$ cat src/rtl/synth_i2c_pkg.sv
// ============================================================================
// Module  : synth_i2c_pkg
// Purpose : Shared types and constants for the I2C command master.
// Rev     : 1.0  initial release
// ============================================================================
`default_nettype none

package synth_i2c_pkg;

    localparam int ADDR_W = 7;
    localparam int DATA_W = 16;

    localparam logic [1:0] Q0 = 2'd0;
    localparam logic [1:0] Q1 = 2'd1;
    localparam logic [1:0] Q2 = 2'd2;
    localparam logic [1:0] Q3 = 2'd3;

    // Frame lengths in SCL quarter-periods, measured from the accept edge.
    localparam int FRAME_FULL_Q   = 116;
    localparam int FRAME_NACK_A_Q = 44;
    localparam int FRAME_NACK_H_Q = 80;

    typedef enum logic [3:0] {
        S_IDLE  = 4'd0,
        S_START = 4'd1,
        S_ADDR  = 4'd2,
        S_ACK_A = 4'd3,
        S_DHI   = 4'd4,
        S_ACK_H = 4'd5,
        S_DLO   = 4'd6,
        S_ACK_L = 4'd7,
        S_STOP  = 4'd8
    } state_t;

endpackage

`default_nettype wire

$ cat src/rtl/i2c_cmd_master_if.sv
// ============================================================================
// Module  : i2c_cmd_master_if
// Purpose : Command handshake and open-drain line controls of the I2C master.
// Rev     : 1.0  initial release
// ============================================================================
`default_nettype none

interface i2c_cmd_master_if;
    import synth_i2c_pkg::*;

    logic              cmd_valid;
    logic              cmd_ready;
    logic [ADDR_W-1:0] cmd_addr;
    logic [DATA_W-1:0] cmd_data;
    logic              sda_in;
    logic              sda_oe;
    logic              scl_oe;
    logic              busy;
    logic              done;
    logic              nack;

    modport master (
        input  cmd_valid, cmd_addr, cmd_data, sda_in,
        output cmd_ready, sda_oe, scl_oe, busy, done, nack
    );

    modport slave (
        output cmd_valid, cmd_addr, cmd_data, sda_in,
        input  cmd_ready, sda_oe, scl_oe, busy, done, nack
    );

endinterface

`default_nettype wire

$ cat src/rtl/i2c_quarter_tick.sv
// ============================================================================
// Module  : i2c_quarter_tick
// Purpose : SCL quarter-period strobe and 2-bit phase counter, held at zero when idle.
// Rev     : 1.0  initial release
// ============================================================================
`default_nettype none

module i2c_quarter_tick
    import synth_i2c_pkg::*;
#(
    parameter int CLK_DIV = 25
) (
    input  wire logic       clk,
    input  wire logic       reset,
    input  wire logic       en,
    output logic            tick,
    output logic [1:0]      q
);

    localparam int              CW     = (CLK_DIV > 1) ? $clog2(CLK_DIV) : 1;
    localparam logic [CW-1:0]   c_LAST = CW'(CLK_DIV - 1);

    logic [CW-1:0] r_cnt;
    logic [1:0]    r_q;
    logic          w_last;

    assign w_last = (r_cnt == c_LAST);

    always_ff @(posedge clk) begin
        if (reset || !en) begin
            r_cnt <= '0;
            r_q   <= Q0;
        end else if (w_last) begin
            r_cnt <= '0;
            r_q   <= r_q + 2'd1;
        end else begin
            r_cnt <= r_cnt + CW'(1);
        end
    end

    assign tick = en && w_last;
    assign q    = r_q;

endmodule

`default_nettype wire

$ cat src/rtl/i2c_cmd_master.sv
// ============================================================================
// Module  : i2c_cmd_master
// Purpose : Write-only I2C master sending {addr,W}, data[15:8], data[7:0] per command.
// Rev     : 1.0  initial release
// ============================================================================
`default_nettype none

module i2c_cmd_master
    import synth_i2c_pkg::*;
#(
    parameter int CLK_DIV = 25
) (
    input  wire logic        clk,
    input  wire logic        reset,
    i2c_cmd_master_if.master bus
);

    state_t              r_state;
    logic [DATA_W-1:0]   r_data;
    logic [7:0]          r_shift;
    logic [2:0]          r_bit;
    logic                r_nack_flag;
    logic                r_busy;
    logic                r_ready;
    logic                r_done;
    logic                r_nack;
    logic                r_sda_oe;
    logic                r_scl_oe;
    logic                w_tick;
    logic [1:0]          w_q;

    i2c_quarter_tick #(
        .CLK_DIV (CLK_DIV)
    ) u_tick (
        .clk   (clk),
        .reset (reset),
        .en    (r_busy),
        .tick  (w_tick),
        .q     (w_q)
    );

    // Line controls are updated on the tick that ends a quarter, so they
    // always describe the quarter that is about to begin.
    always_ff @(posedge clk) begin
        if (reset) begin
            r_state     <= S_IDLE;
            r_data      <= '0;
            r_shift     <= '0;
            r_bit       <= 3'd7;
            r_nack_flag <= 1'b0;
            r_busy      <= 1'b0;
            r_ready     <= 1'b1;
            r_done      <= 1'b0;
            r_nack      <= 1'b0;
            r_sda_oe    <= 1'b0;
            r_scl_oe    <= 1'b0;
        end else begin
            r_done <= 1'b0;
            r_nack <= 1'b0;
            if (r_state == S_IDLE) begin
                if (bus.cmd_valid && r_ready) begin
                    r_data   <= bus.cmd_data;
                    r_shift  <= {bus.cmd_addr, 1'b0};
                    r_bit    <= 3'd7;
                    r_state  <= S_START;
                    r_busy   <= 1'b1;
                    r_ready  <= 1'b0;
                    r_sda_oe <= 1'b0;
                    r_scl_oe <= 1'b0;
                end
            end else if (w_tick) begin
                case (r_state)
                    S_START: begin
                        if (w_q == Q1) begin
                            r_sda_oe <= 1'b1;
                        end else if (w_q == Q3) begin
                            r_state  <= S_ADDR;
                            r_scl_oe <= 1'b1;
                            r_sda_oe <= ~r_shift[7];
                        end
                    end
                    S_ADDR, S_DHI, S_DLO: begin
                        if (w_q == Q1) begin
                            r_scl_oe <= 1'b0;
                        end else if (w_q == Q3) begin
                            r_scl_oe <= 1'b1;
                            r_bit    <= r_bit - 3'd1;
                            if (r_bit == 3'd0) begin
                                r_sda_oe <= 1'b0;
                                case (r_state)
                                    S_ADDR:  r_state <= S_ACK_A;
                                    S_DHI:   r_state <= S_ACK_H;
                                    default: r_state <= S_ACK_L;
                                endcase
                            end else begin
                                r_shift  <= {r_shift[6:0], 1'b0};
                                r_sda_oe <= ~r_shift[6];
                            end
                        end
                    end
                    S_ACK_A, S_ACK_H, S_ACK_L: begin
                        if (w_q == Q1) begin
                            r_scl_oe <= 1'b0;
                        end else if (w_q == Q2) begin
                            if (bus.sda_in) r_nack_flag <= 1'b1;
                        end else if (w_q == Q3) begin
                            r_scl_oe <= 1'b1;
                            if (r_nack_flag || r_state == S_ACK_L) begin
                                r_state  <= S_STOP;
                                r_sda_oe <= 1'b1;
                            end else if (r_state == S_ACK_A) begin
                                r_state  <= S_DHI;
                                r_shift  <= r_data[15:8];
                                r_sda_oe <= ~r_data[15];
                            end else begin
                                r_state  <= S_DLO;
                                r_shift  <= r_data[7:0];
                                r_sda_oe <= ~r_data[7];
                            end
                        end
                    end
                    S_STOP: begin
                        case (w_q)
                            Q0: r_scl_oe <= 1'b0;
                            Q1: r_sda_oe <= 1'b0;
                            Q3: begin
                                r_state     <= S_IDLE;
                                r_busy      <= 1'b0;
                                r_ready     <= 1'b1;
                                r_done      <= 1'b1;
                                r_nack      <= r_nack_flag;
                                r_nack_flag <= 1'b0;
                            end
                            default: ;
                        endcase
                    end
                    default: r_state <= S_IDLE;
                endcase
            end
        end
    end

    assign bus.cmd_ready = r_ready;
    assign bus.busy      = r_busy;
    assign bus.done      = r_done;
    assign bus.nack      = r_nack;
    assign bus.sda_oe    = r_sda_oe;
    assign bus.scl_oe    = r_scl_oe;

endmodule

`default_nettype wire

$ cat src/flat_wrapper.sv
// flat-port wrapper written by rule: the top's interface ports become plain ports
module i2c_cmd_master_flat import synth_i2c_pkg::*;
#(
    parameter int CLK_DIV = 25
)
  (clk, reset, bus_cmd_valid, bus_cmd_addr, bus_cmd_data, bus_sda_in, bus_cmd_ready, bus_sda_oe, bus_scl_oe, bus_busy, bus_done, bus_nack);
  i2c_cmd_master_if bus_i ();
  input  wire logic clk;
  input  wire logic reset;
  input wire logic [$bits(bus_i.cmd_valid)-1:0] bus_cmd_valid;
  input wire logic [$bits(bus_i.cmd_addr)-1:0] bus_cmd_addr;
  input wire logic [$bits(bus_i.cmd_data)-1:0] bus_cmd_data;
  input wire logic [$bits(bus_i.sda_in)-1:0] bus_sda_in;
  output wire logic [$bits(bus_i.cmd_ready)-1:0] bus_cmd_ready;
  output wire logic [$bits(bus_i.sda_oe)-1:0] bus_sda_oe;
  output wire logic [$bits(bus_i.scl_oe)-1:0] bus_scl_oe;
  output wire logic [$bits(bus_i.busy)-1:0] bus_busy;
  output wire logic [$bits(bus_i.done)-1:0] bus_done;
  output wire logic [$bits(bus_i.nack)-1:0] bus_nack;
  assign bus_i.cmd_valid = bus_cmd_valid;
  assign bus_i.cmd_addr = bus_cmd_addr;
  assign bus_i.cmd_data = bus_cmd_data;
  assign bus_i.sda_in = bus_sda_in;
  assign bus_cmd_ready = bus_i.cmd_ready;
  assign bus_sda_oe = bus_i.sda_oe;
  assign bus_scl_oe = bus_i.scl_oe;
  assign bus_busy = bus_i.busy;
  assign bus_done = bus_i.done;
  assign bus_nack = bus_i.nack;
  i2c_cmd_master #(.CLK_DIV(CLK_DIV)) u_core (.clk(clk), .reset(reset), .bus(bus_i));
endmodule
$ cat config.mk
export PLATFORM = sky130hd
export DESIGN_NAME = i2c_cmd_master_flat
export DESIGN_NICKNAME = d
export VERILOG_FILES = /design/src/rtl/synth_i2c_pkg.sv /design/src/rtl/i2c_cmd_master_if.sv /design/src/rtl/i2c_quarter_tick.sv /design/src/rtl/i2c_cmd_master.sv /design/src/flat_wrapper.sv
export SDC_FILE = /design/constraint.sdc
export NUM_CORES = 1
export LEC_CHECK = 0
export BUFFER_PORTS_ARGS = -buffer_cell sky130_fd_sc_hd__clkbuf_2
export CAP_MARGIN = 10
export CORE_MARGIN = 3
export CORE_UTILIZATION = 48
export DETAILED_ROUTE_END_ITERATION = 8
export GPL_TIMING_DRIVEN = 0
export PLACE_DENSITY = 0.69
export SKIP_LAST_GASP = 1
export SLEW_MARGIN = 5
export SYNTH_ARGS = -nofsm -noshare
export SYNTH_HDL_FRONTEND = slang
export SYNTH_SLANG_ARGS = --single-unit
$ cat constraint.sdc
create_clock -name clk -period 4.6 [get_ports clk]
set_clock_uncertainty 0.2 [all_clocks]
set_input_delay 0.23 -clock clk [delete_from_list [all_inputs] [get_ports clk]]
set_output_delay 0.23 -clock clk [all_outputs]
set_load 0.01 [all_outputs]
==> results of run 1 <==
[per-stage QoR]
step / instances / setup slack (ps)
2_1_floorplan: 311 / 2230
3_3_place_gp: 409 / 1730
3_5_place_dp: 409 / 1760
4_1_cts: 433 / 1710
5_1_grt: 433 / 1280
6_report: 433 / 1600
[metal layers]
layer | vias to the layer above | global-route usage, % | part of all wire, %
met5 | - | 0 | 0
met4 | 0 | 7.07 | 1.1
met3 | 6 | 4.46 | 6.9
met2 | 103 | 35.0 | 45
met1 | 1151 | 32.3 | 47
li1 | 1209 | - | -
[registers in the layout, indices dropped and copies added (netlist names)]
register and cells:
u_core.r_data 16, u_core.r_shift 8, u_core.u_tick.r_cnt 5, u_core.r_state 4, u_core.r_bit 3, u_core.u_tick.q 2
u_core.bus.busy 1, u_core.bus.cmd_ready 1, u_core.bus.done 1, u_core.bus.nack 1, u_core.bus.scl_oe 1, u_core.bus.sda_oe 1
u_core.r_nack_flag 1
[final cells by class]
cell class | instances | share of cell area (%)
inverter | 13 | 1.69
buffer | 22 | 3.12
sequential | 45 | 31.2
tap | 67 | 2.90
clock buffer | 6 | 2.51
timing repair buffer | 47 | 10.9
multi-input combinational | 231 | 47.2
clock inverter | 2 | 0.519
[where the power goes]
part	internal (W)	total [W]	switching, W	leakage, nW
Sequential	0.000454	0.000502	0.0000481	0.367
Clock	0.000107	0.000247	0.000140	0.0374
Combinational	0.000202	0.000518	0.000316	0.697
[synthesized netlist by cell type (2+ instances only)]
cell      number
nand3_1        6
ha_1           8
a21o_1         2
clkbuf_1      20
nand3b_1       3
a221oi_1       3
nor2b_1        4
xnor2_1        3
o21ai_0       19
nor2_1        15
a21oi_1       39
nor3_1         3
and3_1         2
nand4_1        2
mux2i_1        3
a211oi_1       8
xor2_1         3
and2_1         2
or2_2          2
nor4_1         2
dfxtp_1       45
inv_1         13
nand2b_1       7
a22oi_1       13
nand2_1       54
[worst paths after layout]
path / from / to / slack [ps] / cells past startpoint
hold / removal: bus_cmd_addr[5] / u_core.r_shift[6]$_SDFFE_PP0P_ / 140 / 3
setup / recovery: u_core.r_state[0]$_SDFFE_PP0P_ / u_core.r_state[1]$_SDFFE_PP0P_ / 1600 / 6
hold reg to reg: u_core.r_data[0]$_SDFFE_PP0P_ / u_core.r_data[0]$_SDFFE_PP0P_ / 260 / 2
setup reg to reg: u_core.r_state[0]$_SDFFE_PP0P_ / u_core.r_state[1]$_SDFFE_PP0P_ / 1600 / 6
[logic make-up after synthesis]
logic type | count (synthesis)
and+or+nand+nor | 112
AOI/OAI and AO/OA | 101
DFF | 45
buffers and inverters | 35
adders and majority gates | 8
xor gates and xnor gates | 6
muxes | 4
[worst reg2reg max path: stages, from the launching register on]
cell	delay [ps]
dfxtp_1	310
buf_6	130
nor4_1	690
nand3_1	330
a222oi_1	850
a21oi_1	130
a311oi_1	280
==> results.cfg, run 1 <==
[run_status]
outcome = finished clean

[grt]
grt-ovfl-total = 0
antenna_found_initial = 0
grt_pass1_vias = 2297
grt_use_total_pct = 22.9
grt_max_degree = 15
grt_pass1_wl_um = 11000

[yosys]
synth.distinct_cells = 55
synthMuxAreaShare_pct = 1.72
synth-compound-area-share_pct = 26.1
yosysTopAreaCellShare_pct = 37.5
synth_ff_type = dfxtp_1
synth_warnings = 0
syn_area_um2 = 2400
synth_top_area_cell = dfxtp_1
ys_top_cells_by_area = dfxtp_1, nand2_1, a21oi_1
synth-simple-area-share_pct = 22.6
yosys_register_bits = 45
synthXorXnorAreaFrac_pct = 2.19
syn-num-nets = 346
seq_area_frac_synth_pct = 37.5
synth_top_family_by_area = compound AO/OA/AOI/OAI gates
syn-mean-instance-area_um2 = 7.73
synthArstFlopShare_pct = 0
synth-edff-count = 0
synthAdderAreaFrac_pct = 4.16
synthCells = 311

[setup_path]
crit_arrival_ps = 3010
crit_slowest_cell = a222oi_1
path_delay_family = compound AO/OA/AOI/OAI gates
critical_path.max_stage_delay_ps = 850
crit_chain = buf_6 -> nor4_1 -> nand3_1 -> a222oi_1 -> a21oi_1 -> a311oi_1
endpoint_kind = register
worstSetupStartpointType = register
crit_path_max_fanout = 9
worst-setup-path-type = reg2reg
crit_buf_inv = 1
cp.required_ps = 4610

[die]
io_pins = 33
die_area_um2 = 5900
core_area_um2 = 4790
rows = 25
die_y_um = 76.8
start_util_pct = 50.2
die_width_um = 76.8

[routing]
post-route-drc-count = 0
dr.first_iter.drc_count = 323
wl_per_cell_um = 14.9
drt-total-wl_um = 6450
avgViaCountPerCell = 5.70
vias = 2469
first_pass_iters = 5
drtAntennaViolNets = 0

[sta]
final-hold-violation-count = 0
fin_crit_sh_pct = 65.3
setup_viol = 0
worstMarginPinSlew_ps = 942
rsz0062_at_grt = false
fin_setup_tns_ps = 0
slew_headroom_pct = 36.3
timing.hold.ws_ps = 135
fin_crit_ps = 3000
max_freq_mhz = 333
drv_slew = 0

[cts]
cts-buffers-inserted = 5
ctsHoldBuffers = 16
clock_latency_ps = 300
root_buffer = clkbuf_8
cts_tree = built
clock-sinks = 45
htreeDepth = 2
clock_path_buffers = 2
cts_setup_buffers = 0
cts_resized = 0
clk_pin_slew_ps = 80

[place]
placed_area_um2 = 2640
hpwl_um = 4530
portBuffers = 31
place_congestion = 0.960

[final_layout]
nets = 400
multi_input_area_um2 = 1370
nFillCells = 447
drive_gt1_share_pct = 12.0
design_area_um2 = 2890
layout_common_cells = nand2_1, dfxtp_1, a21oi_1, clkbuf_2, clkbuf_1
diodes = 0
fin_util_pct = 60.4
seq_area_um2 = 901
synthToLayoutAreaGrowth_pct = 20.2
layout_commonest_cell = nand2_1

[power_and_ir_drop]
power.leakage_nw = 1.10
vdd_ir_drop_max_uv = 212
totalPowerFinal_w = 0.00127
p_per_area_nw_per_um2 = 439

[job]
cap_violations = 0

[worst_hold_path]
min-delay-path-class = in2reg
(Power assumes the default switching activity.)
==> run 2, diff against run 1 <==
--- a/config.mk
+++ b/config.mk
@@ -11,7 +11,7 @@
 export CORE_UTILIZATION = 48
 export DETAILED_ROUTE_END_ITERATION = 8
 export GPL_TIMING_DRIVEN = 0
-export PLACE_DENSITY = 0.69
+export PLACE_DENSITY = 0.72
 export SKIP_LAST_GASP = 1
 export SLEW_MARGIN = 5
 export SYNTH_ARGS = -nofsm -noshare
==> constraint.sdc (replaced) <==
create_clock -name clk -period 2.48 [get_ports clk]
set_clock_uncertainty 0.2 [all_clocks]
set_input_delay 0.124 -clock clk [delete_from_list [all_inputs] [get_ports clk]]
set_output_delay 0.124 -clock clk [all_outputs]
set_load 0.01 [all_outputs]
==> run 2 against run 1 <==
Effect of this change:
- largest cell class unchanged
- register-to-register slack got worse by 1500 ps
- via count decreased by 1.9%
- die area unchanged
- clock power increased by 120%
==> results.cfg, run 2 (synthesis results as in run 1) <==
[run_status]
outcome = finished clean

[job]
cap_violations = 0

[final_layout]
top_regs = u_core.r_data: 16 flops, u_core.r_shift: 8 flops, u_core.u_tick.r_cnt: 5 flops
fin_util_pct = 62.0
top_register = u_core.r_data
nets = 399
layout_commonest_cell = nand2_1
final_cells = 431
drive_gt1_share_pct = 15.9
largest_register_ff_count = 16
diodes = 0
layout_common_cells = nand2_1, dfxtp_1, a21oi_1, clkbuf_2, o21ai_0
nFillCells = 423
synthToLayoutAreaGrowth_pct = 23.4

[sta]
final-hold-violation-count = 0
fin_crit_sh_pct = 94.5
setup_viol = 0
fin_crit_ps = 2340
worstMarginPinSlew_ps = 763
drv_slew = 0
slew_headroom_pct = 48.7
max_freq_mhz = 427

[die]
io_pins = 33
rows = 25
die_y_um = 76.8
core_area_um2 = 4790
start_util_pct = 50.2
die_width_um = 76.8
die_area_um2 = 5900

[setup_path]
path_delay_family = simple AND/OR/NAND/NOR gates
worst-setup-path-type = reg2reg
crit_arrival_ps = 2340
crit_path_max_fanout = 10
critical_path.max_stage_delay_ps = 430
endpoint_kind = register
crit_slowest_cell = dfxtp_1
crit_buf_inv = 2
worstSetupStartpointType = register
cp.required_ps = 2470
crit_chain = clkbuf_2 -> nor2_1 -> clkbuf_1 -> or3_1 -> a21oi_1 -> nand2_1 -> a32o_1

[cts]
clock_path_buffers = 2
cts_tree = built
clk_pin_slew_ps = 80
cts-buffers-inserted = 5
clock_latency_ps = 290
htreeDepth = 2
clock-sinks = 45
root_buffer = clkbuf_8

[power_and_ir_drop]
p_per_area_nw_per_um2 = 847
sequentialPowerShare_pct = 37.0
power_switching_w = 0.000966
power.leakage_nw = 1.14
p_int_w = 0.00155
vdd_ir_drop_max_uv = 573
p_sw_share_pct = 38.5
power.share.combinational_pct = 41.6
clock_power_share_pct = 21.4

[grt]
grt_pass1_wl_um = 10800
grt-ovfl-total = 0
grt_use_total_pct = 22.4
antenna_found_initial = 0
grt_max_degree = 14
grt_pass1_vias = 2315

[place]
place_congestion = 0.916
placedCellCount = 409
hpwl_um = 4460
portBuffers = 31

[routing]
dr.first_iter.drc_count = 255
drtAntennaViolNets = 0
avgViaCountPerCell = 5.62
drt-total-wl_um = 6520
vias = 2421
first_pass_iters = 4
post-route-drc-count = 0
wl_per_cell_um = 15.1

[worst_hold_path]
min-delay-path-class = in2reg
run 2: cell type report:
cell class	count	area, um2	area share (%)
multi-input cells	231	1420	47.8
flip-flops and latches	45	901	30.4
repair buffers	48	323	10.9
plain buffers	20	88.8	2.99
well taps	67	83.8	2.82
clock buffers	5	68.8	2.32
inverters	13	48.8	1.64
clock inverters	2	35.0	1.18
run 2: worst paths after layout:
path                                       start  slack (ps)                         endpoint  cells past startpoint
setup / recovery  u_core.r_state[1]$_SDFFE_PP0P_         140  u_core.r_nack_flag$_SDFFE_PP0P_                      7
setup reg to reg  u_core.r_state[1]$_SDFFE_PP0P_         140  u_core.r_nack_flag$_SDFFE_PP0P_                      7
hold reg to reg   u_core.r_data[13]$_SDFFE_PP0P_         260   u_core.r_data[13]$_SDFFE_PP0P_                      2
hold / removal                   bus_cmd_addr[5]          50   u_core.r_shift[6]$_SDFFE_PP0P_                      3
run 2: power by group through the flow:
stage | registers, W | clock network [W] | logic [W]
floorplan | 0.000928 | 0 | 0.000697
global placement | 0.000939 | 0 | 0.000916
detailed placement | 0.000942 | 0 | 0.000931
CTS | 0.000926 | 0.000548 | 0.000987
global route | 0.000942 | 0.000573 | 0.00115
finish | 0.000930 | 0.000537 | 0.00105
run 2: repair_timing:
action                     4_1_cts  5_1_grt
setup buffers                    1        0
pin swaps                        1        0
hold endpoints to repair        16        0
resized for setup                3       17
hold buffers                    16        0
setup endpoints to repair        9       30
run 2: tightest hold or removal path, stage by stage:
cell and delay, ps:
clkbuf_2 90, a221oi_1 70, a211oi_1 210
run 2: routing by layer:
metal | vias up | GRT usage [%] | wire (um)
li1 | 1205 | - | -
met1 | 1137 | 30.5 | 3080
met2 | 70 | 36.2 | 3030
met3 | 9 | 3.99 | 339
met4 | 0 | 6.34 | 79
met5 | - | 0 | 0
run 2: per-stage QoR:
stage / setup WS [ps] / total power [W] / hold WS, ps / setup TNS [ps] / area (um2)
finish: 136 / 0.00251 / 51.3 / 0 / 2970
global route: -0.487 / 0.00266 / 92.0 / -0.487 / 2970
CTS: -16.1 / 0.00246 / 47.8 / -16.1 / 2930
detailed placement: -367 / 0.00187 / 153 / -1520 / 2640
global placement: -339 / 0.00186 / 147 / -1500 / 2640
floorplan: 111 / 0.00162 / 60.0 / 0 / 2400
